==> config.mk <==
export PLATFORM = sky130hd
export DESIGN_NAME = instruction_loader
export DESIGN_NICKNAME = d
export VERILOG_FILES = /design/src/rtl/loader_pkg.sv /design/src/rtl/word_packer.sv /design/src/rtl/instruction_loader.sv
export SDC_FILE = /design/constraint.sdc
export NUM_CORES = 1
export LEC_CHECK = 0
export CAP_MARGIN = 20
export CORE_MARGIN = 1.5
export CORE_UTILIZATION = 45
export DETAILED_ROUTE_END_ITERATION = 16
export PLACE_DENSITY = 0.81
export SYNTH_ARGS = -nofsm -noshare
export SYNTH_HDL_FRONTEND = slang
export SYNTH_SLANG_ARGS = --single-unit
==> constraint.sdc <==
create_clock -name clk -period 2 [get_ports clk]
set_input_delay 0.2 -clock clk [delete_from_list [all_inputs] [get_ports clk]]
set_output_delay 0.2 -clock clk [all_outputs]
set_load 0.02 [all_outputs]
==> src/rtl/loader_pkg.sv <==
// Shared definitions for the serial instruction loader: FSM states,
// default capacity/base address and the length of the count header.
package loader_pkg;

    // Load sequence: two header bytes, the data words, one checksum byte,
    // then one of two terminal states.
    typedef enum logic [2:0] {
        CNT_HI,
        CNT_LO,
        DATA,
        CHECK,
        DONE,
        ERROR
    } state_e;

    localparam int unsigned          DEFAULT_MAX_WORDS = 256;
    localparam logic        [31:0]   DEFAULT_BASE_ADDR = 32'h0000_0000;

    // The word count N travels as this many bytes, high byte first.
    localparam int unsigned          HEADER_BYTES      = 2;

endpackage

==> src/rtl/word_packer.sv <==
// Collects four bytes MSB first into a 32-bit word and flags the cycle in
// which the fourth byte is accepted. The completed word is presented
// combinationally so the caller can register it on that same edge.
module word_packer (
    input  logic        clk,
    input  logic        reset,
    input  logic        byte_valid_i,
    input  logic [7:0]  byte_i,
    output logic [31:0] word_o,
    output logic        word_done_o
);

    logic [23:0] shift_q, shift_d;
    logic [1:0]  cnt_q, cnt_d;

    // Assemble the word: the first three bytes wait in the shift register,
    // the fourth is spliced in live.
    assign word_o      = {shift_q, byte_i};
    assign word_done_o = byte_valid_i && (cnt_q == 2'd3);

    // Shift in each accepted byte; the 2-bit counter wraps after byte 4,
    // so the next byte starts a fresh word without any gap.
    always_comb begin
        shift_d = shift_q;
        cnt_d   = cnt_q;
        if (byte_valid_i) begin
            shift_d = {shift_q[15:0], byte_i};
            cnt_d   = cnt_q + 2'd1;
        end
    end

    // Byte-position and partial-word registers; reset discards a partial word.
    always_ff @(posedge clk) begin
        if (reset) begin
            shift_q <= '0;
            cnt_q   <= '0;
        end else begin
            shift_q <= shift_d;
            cnt_q   <= cnt_d;
        end
    end

endmodule

==> src/rtl/instruction_loader.sv <==
// Boot-time loader: receives a length-prefixed, checksummed byte stream,
// writes the instruction words into memory and releases the CPU only when
// the checksum matches.
module instruction_loader
    import loader_pkg::*;
#(
    parameter int unsigned  MAX_WORDS = DEFAULT_MAX_WORDS,
    parameter logic [31:0]  BASE_ADDR = DEFAULT_BASE_ADDR
) (
    input  logic        clk,
    input  logic        reset,
    input  logic        rx_valid,
    input  logic [7:0]  rx_data,
    output logic        rx_ready,
    output logic        mem_we,
    output logic [31:0] mem_addr,
    output logic [31:0] mem_wdata,
    output logic        cpu_hold,
    output logic        done,
    output logic        error
);

    localparam int unsigned  CNT_W       = HEADER_BYTES * 8;
    localparam logic [31:0]  MAX_WORDS_W = 32'(MAX_WORDS);

    state_e             state_q, state_d;
    logic [CNT_W-1:0]   count_q, count_d;
    logic [15:0]        word_idx_q, word_idx_d;
    logic [7:0]         csum_q, csum_d;
    logic               mem_we_q, mem_we_d;
    logic [31:0]        mem_addr_q, mem_addr_d;
    logic [31:0]        mem_wdata_q, mem_wdata_d;

    logic               accept;
    logic               pack_valid;
    logic [31:0]        packed_word;
    logic               word_done;
    logic [CNT_W-1:0]   hdr_count;

    assign rx_ready   = (state_q == CNT_HI) || (state_q == CNT_LO) ||
                        (state_q == DATA)   || (state_q == CHECK);
    assign accept     = rx_valid && rx_ready;
    assign pack_valid = accept && (state_q == DATA);
    assign hdr_count  = {count_q[CNT_W-1:8], rx_data};

    assign done       = (state_q == DONE);
    assign error      = (state_q == ERROR);
    assign cpu_hold   = (state_q != DONE);
    assign mem_we     = mem_we_q;
    assign mem_addr   = mem_addr_q;
    assign mem_wdata  = mem_wdata_q;

    word_packer u_packer (
        .clk          (clk),
        .reset        (reset),
        .byte_valid_i (pack_valid),
        .byte_i       (rx_data),
        .word_o       (packed_word),
        .word_done_o  (word_done)
    );

    // Next-state, checksum, address counter and write-strobe generation.
    always_comb begin
        // NOTE: every variable gets a default before the case so no path leaves it unassigned (which would infer a latch).
        state_d     = state_q;
        count_d     = count_q;
        word_idx_d  = word_idx_q;
        csum_d      = csum_q;
        mem_we_d    = 1'b0;
        mem_addr_d  = mem_addr_q;
        mem_wdata_d = mem_wdata_q;

        case (state_q)
            CNT_HI: begin
                if (accept) begin
                    count_d = {rx_data, 8'h00};
                    state_d = CNT_LO;
                end
            end
            CNT_LO: begin
                if (accept) begin
                    count_d = hdr_count;
                    if (hdr_count == '0) begin
                        state_d = CHECK;
                    end else if (32'(hdr_count) > MAX_WORDS_W) begin
                        state_d = ERROR;
                    end else begin
                        state_d = DATA;
                    end
                end
            end
            DATA: begin
                if (accept) begin
                    csum_d = csum_q ^ rx_data;
                    if (word_done) begin
                        mem_we_d    = 1'b1;
                        mem_addr_d  = BASE_ADDR + {14'd0, word_idx_q, 2'b00};
                        mem_wdata_d = packed_word;
                        word_idx_d  = word_idx_q + 16'd1;
                        if (word_idx_q == count_q - 16'd1) begin
                            state_d = CHECK;
                        end
                    end
                end
            end
            CHECK: begin
                if (accept) begin
                    state_d = (rx_data == csum_q) ? DONE : ERROR;
                end
            end
            default: ;
        endcase
    end

    // State and datapath registers; reset wins over any byte or pending write.
    always_ff @(posedge clk) begin
        // NOTE: sequential state uses non-blocking assignments so every register samples pre-edge values.
        if (reset) begin
            state_q     <= CNT_HI;
            count_q     <= '0;
            word_idx_q  <= '0;
            csum_q      <= '0;
            mem_we_q    <= 1'b0;
            mem_addr_q  <= BASE_ADDR;
            mem_wdata_q <= '0;
        end else begin
            state_q     <= state_d;
            count_q     <= count_d;
            word_idx_q  <= word_idx_d;
            csum_q      <= csum_d;
            mem_we_q    <= mem_we_d;
            mem_addr_q  <= mem_addr_d;
            mem_wdata_q <= mem_wdata_d;
        end
    end

endmodule

Word-level counts from Yosys, hierarchy flattened
Index checks and enable logic that the tools add are counted. W data, S select, Z words.

Register bits: 118. Bits of input ports: 11. Output and inout port bits: 69. Logic and storage cells: 63.

Add/sub/neg operators: 3. $lt $le $gt $ge: 1. Equal/unequal tests: 15. Mux-type cells: 14. Bitwise gates (word level): 4. Reduce and logical (&&, ||, !) cells: 16.

Operators by type and width (number): $pmux W16 S2 (1); $mux W3 (8); $add A16 B1 Y16 const B (1); $eq A16 B16 Y1 (1); $gt A16 B9 Y1 const B (1); $logic_not A16 Y1 (1); $mux W16 (1); $sub A16 B1 Y16 const B (1); $pmux W3 S4 (1); $reduce_and A3 Y1 (3); $eq A8 B8 Y1 (1); $mux W8 (1); $ne A2 B2 Y1 const B (4); $xor A8 B8 Y8 (1); $reduce_and A7 Y1 (1); $eq A3 B2 Y1 const B (2); $eq A3 B3 Y1 const B (2); $ne A2 B1 Y1 const B (2); $reduce_bool A4 Y1 (1); $eq A3 B1 Y1 const B (1); $logic_and A1 B1 Y1 (3); $logic_not A3 Y1 (1); $logic_or A1 B1 Y1 (3); $ne A3 B3 Y1 const B (1); 7 further kinds (10).

Longest topological paths before layout
Word-level depth: 10. Depth in mapped cells: 8. Mapped depth without buffers: 8.

Cells and area by module
From an unflattened synthesis, not the netlist that was laid out.

Cell total of the unflattened synthesis: 629. Area, all modules: 5236.3 um2.

Modules (own cells, without submodules): instruction_loader (times used 1, cells an instance 535, area each 4212.8 um2, sequential area each 1841.8 um2); word_packer (times used 1, cells an instance 94, area each 1023.5 um2, sequential area each 520.5 um2).

Worst setup path after synthesis
No wires, ideal clock.

Kind: reg2reg. Start point: reg count_q[4]. End point: reg state_q[0]. Setup time: 129 ps. Data arrival time: 1956 ps. Setup slack: -85 ps. Stages on the path, launching flop included: 9. Period minus slack after synthesis: 2085 ps. Path through: dfxtp_1 buf_6 or4_4 buf_6 nor4_4 mux2i_1 mux2i_1 a221oi_1 nor3_1.

Longest elaborated chain between the ends: 4.

RTL lines: start: declaration (RTL line instruction_loader.sv:27) `logic [CNT_W-1:0] count_q, count_d;`; start signal: assignment (RTL line instruction_loader.sv:128) `count_q <= count_d;`; $sub A16 B1 Y16 (RTL line instruction_loader.sv:100) `if (word_idx_q == count_q - 16'd1) begin`; $eq A16 B16 Y1 (RTL line instruction_loader.sv:100); $ne A2 B1 Y1 (no line); $reduce_and A7 Y1 (no line); end signal: assignment (RTL line instruction_loader.sv:127) `state_q <= state_d;`; end: declaration (RTL line instruction_loader.sv:26) `state_e state_q, state_d;`.

No other way between the ends. A chain may end at the register's enable or synchronous reset.

Worst setup path in the final report
Start point: reg count_q[1]. End point: reg state_q[0].

The elaborated chain is that of the path after synthesis.

==> results.md <==
- Status: finished, violations left
- Failing checks: setup timing
- I/O pin count: 80
- Vias in the first global route: 4615
- Hold WC Path Type: input port to flop
- Hold buffers post-CTS: 0
- Initial antenna violation count: 0
- Number of flops mapped to enable cells by yosys: 0
- Fmax: 0.4787 GHz
- Pwr Density: 930.7 mW/mm^2
- RSZ-0062 raised after global routing: true
- Cells after Synth: 650
- Nets@finish: 745
- CTS max path bufs: 2
- Die X-Extent: 110.0 um
- Critical Path Stages: 8
- Minimum clock period: 2089 ps
- Post-Synth Simple-Gate Area: 25.72%
- Die H: 110.0 um
- Tot Pwr: 0.006252 W
- Global-route wire length before repair: 21570 um
- Period utilisation layout: 104.4%
- Mapped Area: 0.005151 mm^2
- Final non-filler cell total: 884
- Crit path cell chain: inv_2, ha_4, or3b_4, nor4_4, mux2i_1, mux2i_1, a221oi_2, nor3_1
- CP Capture Type: flop
- Startpoint Class: flop
- Worst path most repeated cell: mux2i_1
- DR vias/cell: 5.359
- Clock skew: 11.06 ps
- Commonest non-fill, non-tap cells in the layout: nand2_1 (181), dfxtp_1 (117), a21oi_1 (97)
- Final GP Congestion: 0.8092
- Arrival time worst endpoint: 2380 ps
- GR Overflow Total: 0
- Sequential area share after synthesis: 45.86%
- Clock Tree Root: clkbuf_16
- HPWL Detailed: 8608 um
- FF-to-FF path depth: 8
- Final-report hold violation count: 0
- All-Layer GR Usage: 22.98%
- Die ar.: 0.01210 mm^2
- CP Class: flop to flop
- #FFs+latches synth: 118
- Layout cells sized above 1: 12.77%
- Drt total wl: 13140 um
- CTS tree: built
- Worst ir drop on vdd: 643.2 uV
- Core footprint: 0.01098 mm^2
- CP Buf/Inv Count: 1
- Compound-gate portion of the synthesized area: 13.16%
- # placed instances: 852
- Syn avg cell area: 7.925 um^2
- Vias: 4737
- Worst EP required: 2290 ps
- Final slew viol count: 0
- Final setup fails: 1
- Ys flop type: dfxtp_1
- H-tree depth: 4
- Clock latency at the later pin of the worst-skew pair: 420 ps
- CTS Sinks: 118
- Max incr delay on CP: 420 ps
- Starting Density: 46.90%
- Worst setup margin: -88.88 ps
- Initial DRC count: 339
- XOR/XNOR Fraction of Synth Area: 7.311%
- Row count: 38
- Worst hold path cell count: 5
- Area grow syn2layout: 30.41%
- DRC Markers: 0
- Max cap viols: 0
- Count of cell types in the netlist: 52
- DRT antenna net count: 0
- Inserted Diodes: 0
- Port Buf Inserts: 63
- Largest net degree at the start of global routing: 118
- Syn. warnings: 0
- Commonest non-fill, non-tap cell in the layout: nand2_1
- Drt wl/cell: 14.86 um
- FFs w/ async S/R, synth: 0%
- Detailed Routing Iterations Pass 1: 5
- Post-Synth Adder-Cell Area: 0.7287%
- Largest family of logic cells by synthesized area: simple AND/OR/NAND/NOR gates
- Lkg Pwr: 2.355 nW
- CP Max Fanout: 7
- Slowest stage cell, crit path: or3b_4
- Multiplexer share of the synthesized area: 0.5829%
- Cell family with most CP delay: simple AND/OR/NAND/NOR gates
- Total CTS buffers: 17
- Clk pin slew, worst setup/hold paths: 50 ps
==> metal layers <==
metal	part of all wire, %	up-vias	track usage [%]
li1	-	2301	-
met1	40	2244	26.05
met2	52	160	40.73
met3	5.6	32	5.703
met4	2.5	0	10.20
met5	0	-	0
==> cell usage after synthesis, types with 2 or more instances <==
cell type | count | area (um^2)
a21oi_1 | 97 | 485.5
nand3b_1 | 2 | 15.01
o21ai_0 | 7 | 35.03
nand4_1 | 9 | 56.30
ha_1 | 3 | 37.54
nor2_1 | 33 | 123.9
nor3_1 | 10 | 50.05
a211oi_1 | 2 | 15.01
mux2i_1 | 3 | 30.03
nor4_1 | 3 | 18.77
xnor2_1 | 27 | 236.5
o211ai_1 | 2 | 15.01
nor4bb_1 | 2 | 20.02
buf_1 | 3 | 11.26
or4_1 | 5 | 37.54
buf_4 | 16 | 120.1
nor3b_1 | 2 | 15.01
nand3_1 | 14 | 70.07
or3_1 | 7 | 43.79
o311ai_0 | 2 | 17.52
nand2b_1 | 6 | 37.54
inv_1 | 8 | 30.03
clkbuf_1 | 37 | 138.9
buf_2 | 3 | 15.01
dfxtp_1 | 118 | 2362
nor4_4 | 2 | 42.54
nor2b_1 | 5 | 31.28
o21a_1 | 2 | 15.01
buf_6 | 2 | 22.52
nand2_1 | 181 | 679.4
xor2_1 | 16 | 140.1
==> where the power goes <==
group          leakage (nW)  internal [W]  total (W)  switching, W
logic                  1.11      0.000284   0.000685      0.000401
registers             0.953       0.00240    0.00244     0.0000428
clock network         0.295       0.00201    0.00313       0.00112
==> final timing paths <==
check / start / slack (ps) / to
min reg2reg: mem_wdata[22] / 450 / mem_wdata[22]
max reg2reg: count_q[1] / -90 / state_q[0]
min: reset / 240 / state_q[0]
max: count_q[1] / -90 / state_q[0]
==> sequential cells by signal, indices dropped and copies added (netlist names) <==
name              cells
u_packer.shift_q     24
mem_wdata            32
u_packer.cnt_q        2
state_q               3
word_idx_q           16
mem_addr             16
csum_q                8
mem_we                1
count_q              16
==> per-stage QoR <==
step | setup TNS (ps) | instance area, um^2 | setup slack (ps) | util [%] | hold slack [ps]
3_5_place_dp | -2395 | 6082 | -216.4 | 55.38 | 446.3
4_1_cts | -92.82 | 6709 | -92.82 | 61.08 | 240.3
6_report | -88.88 | 6718 | -88.88 | 61.16 | 240.7
3_3_place_gp | -1028 | 6082 | -192.3 | 55.38 | 441.4
2_1_floorplan | 0 | 5223 | 11.70 | - | 336.0
5_1_grt | -173.3 | 6718 | -173.3 | 61.16 | 263.3
==> kinds of logic after synthesis <==
logic type                 Yosys count
other                                1
and+or+nand+nor                    290
DFF                                118
muxes                                3
xor gates and xnor gates            43
buffers and inverters               69
AOI/OAI and AO/OA                  123
adders and majority gates            3
==> timing repair <==
action                     in CTS  in global routing
setup endpoints to repair       4                  2
pin swaps                       2                  1
gates cloned                    0                  0
resized for setup               8                  3
setup buffers                   0                  0
==> worst register-to-register path, delay by kind of cell (launching register included) <==
| kind | cells | cell delay (ps) |
|---|---|---|
| AO/OA/AOI/OAI | 1 | 270 |
| adder cells (fa/ha/maj) | 1 | 160 |
| buffers and inverters | 1 | 80 |
| flip-flops | 1 | 350 |
| multiplexers | 2 | 350 |
| AND/OR/NAND/NOR | 3 | 770 |
==> area by class of cell <==
class	instances	area (um^2)
Fill cell	897	4265
Inverter	8	30.03
Clock inverter	13	171.4
Tap cell	140	175.2
Multi-Input combinational cell	478	2547
Timing Repair Buffer	108	987.2
Clock buffer	19	442.9
Sequential cell	118	2364
Power figures use the tool's default switching activity.
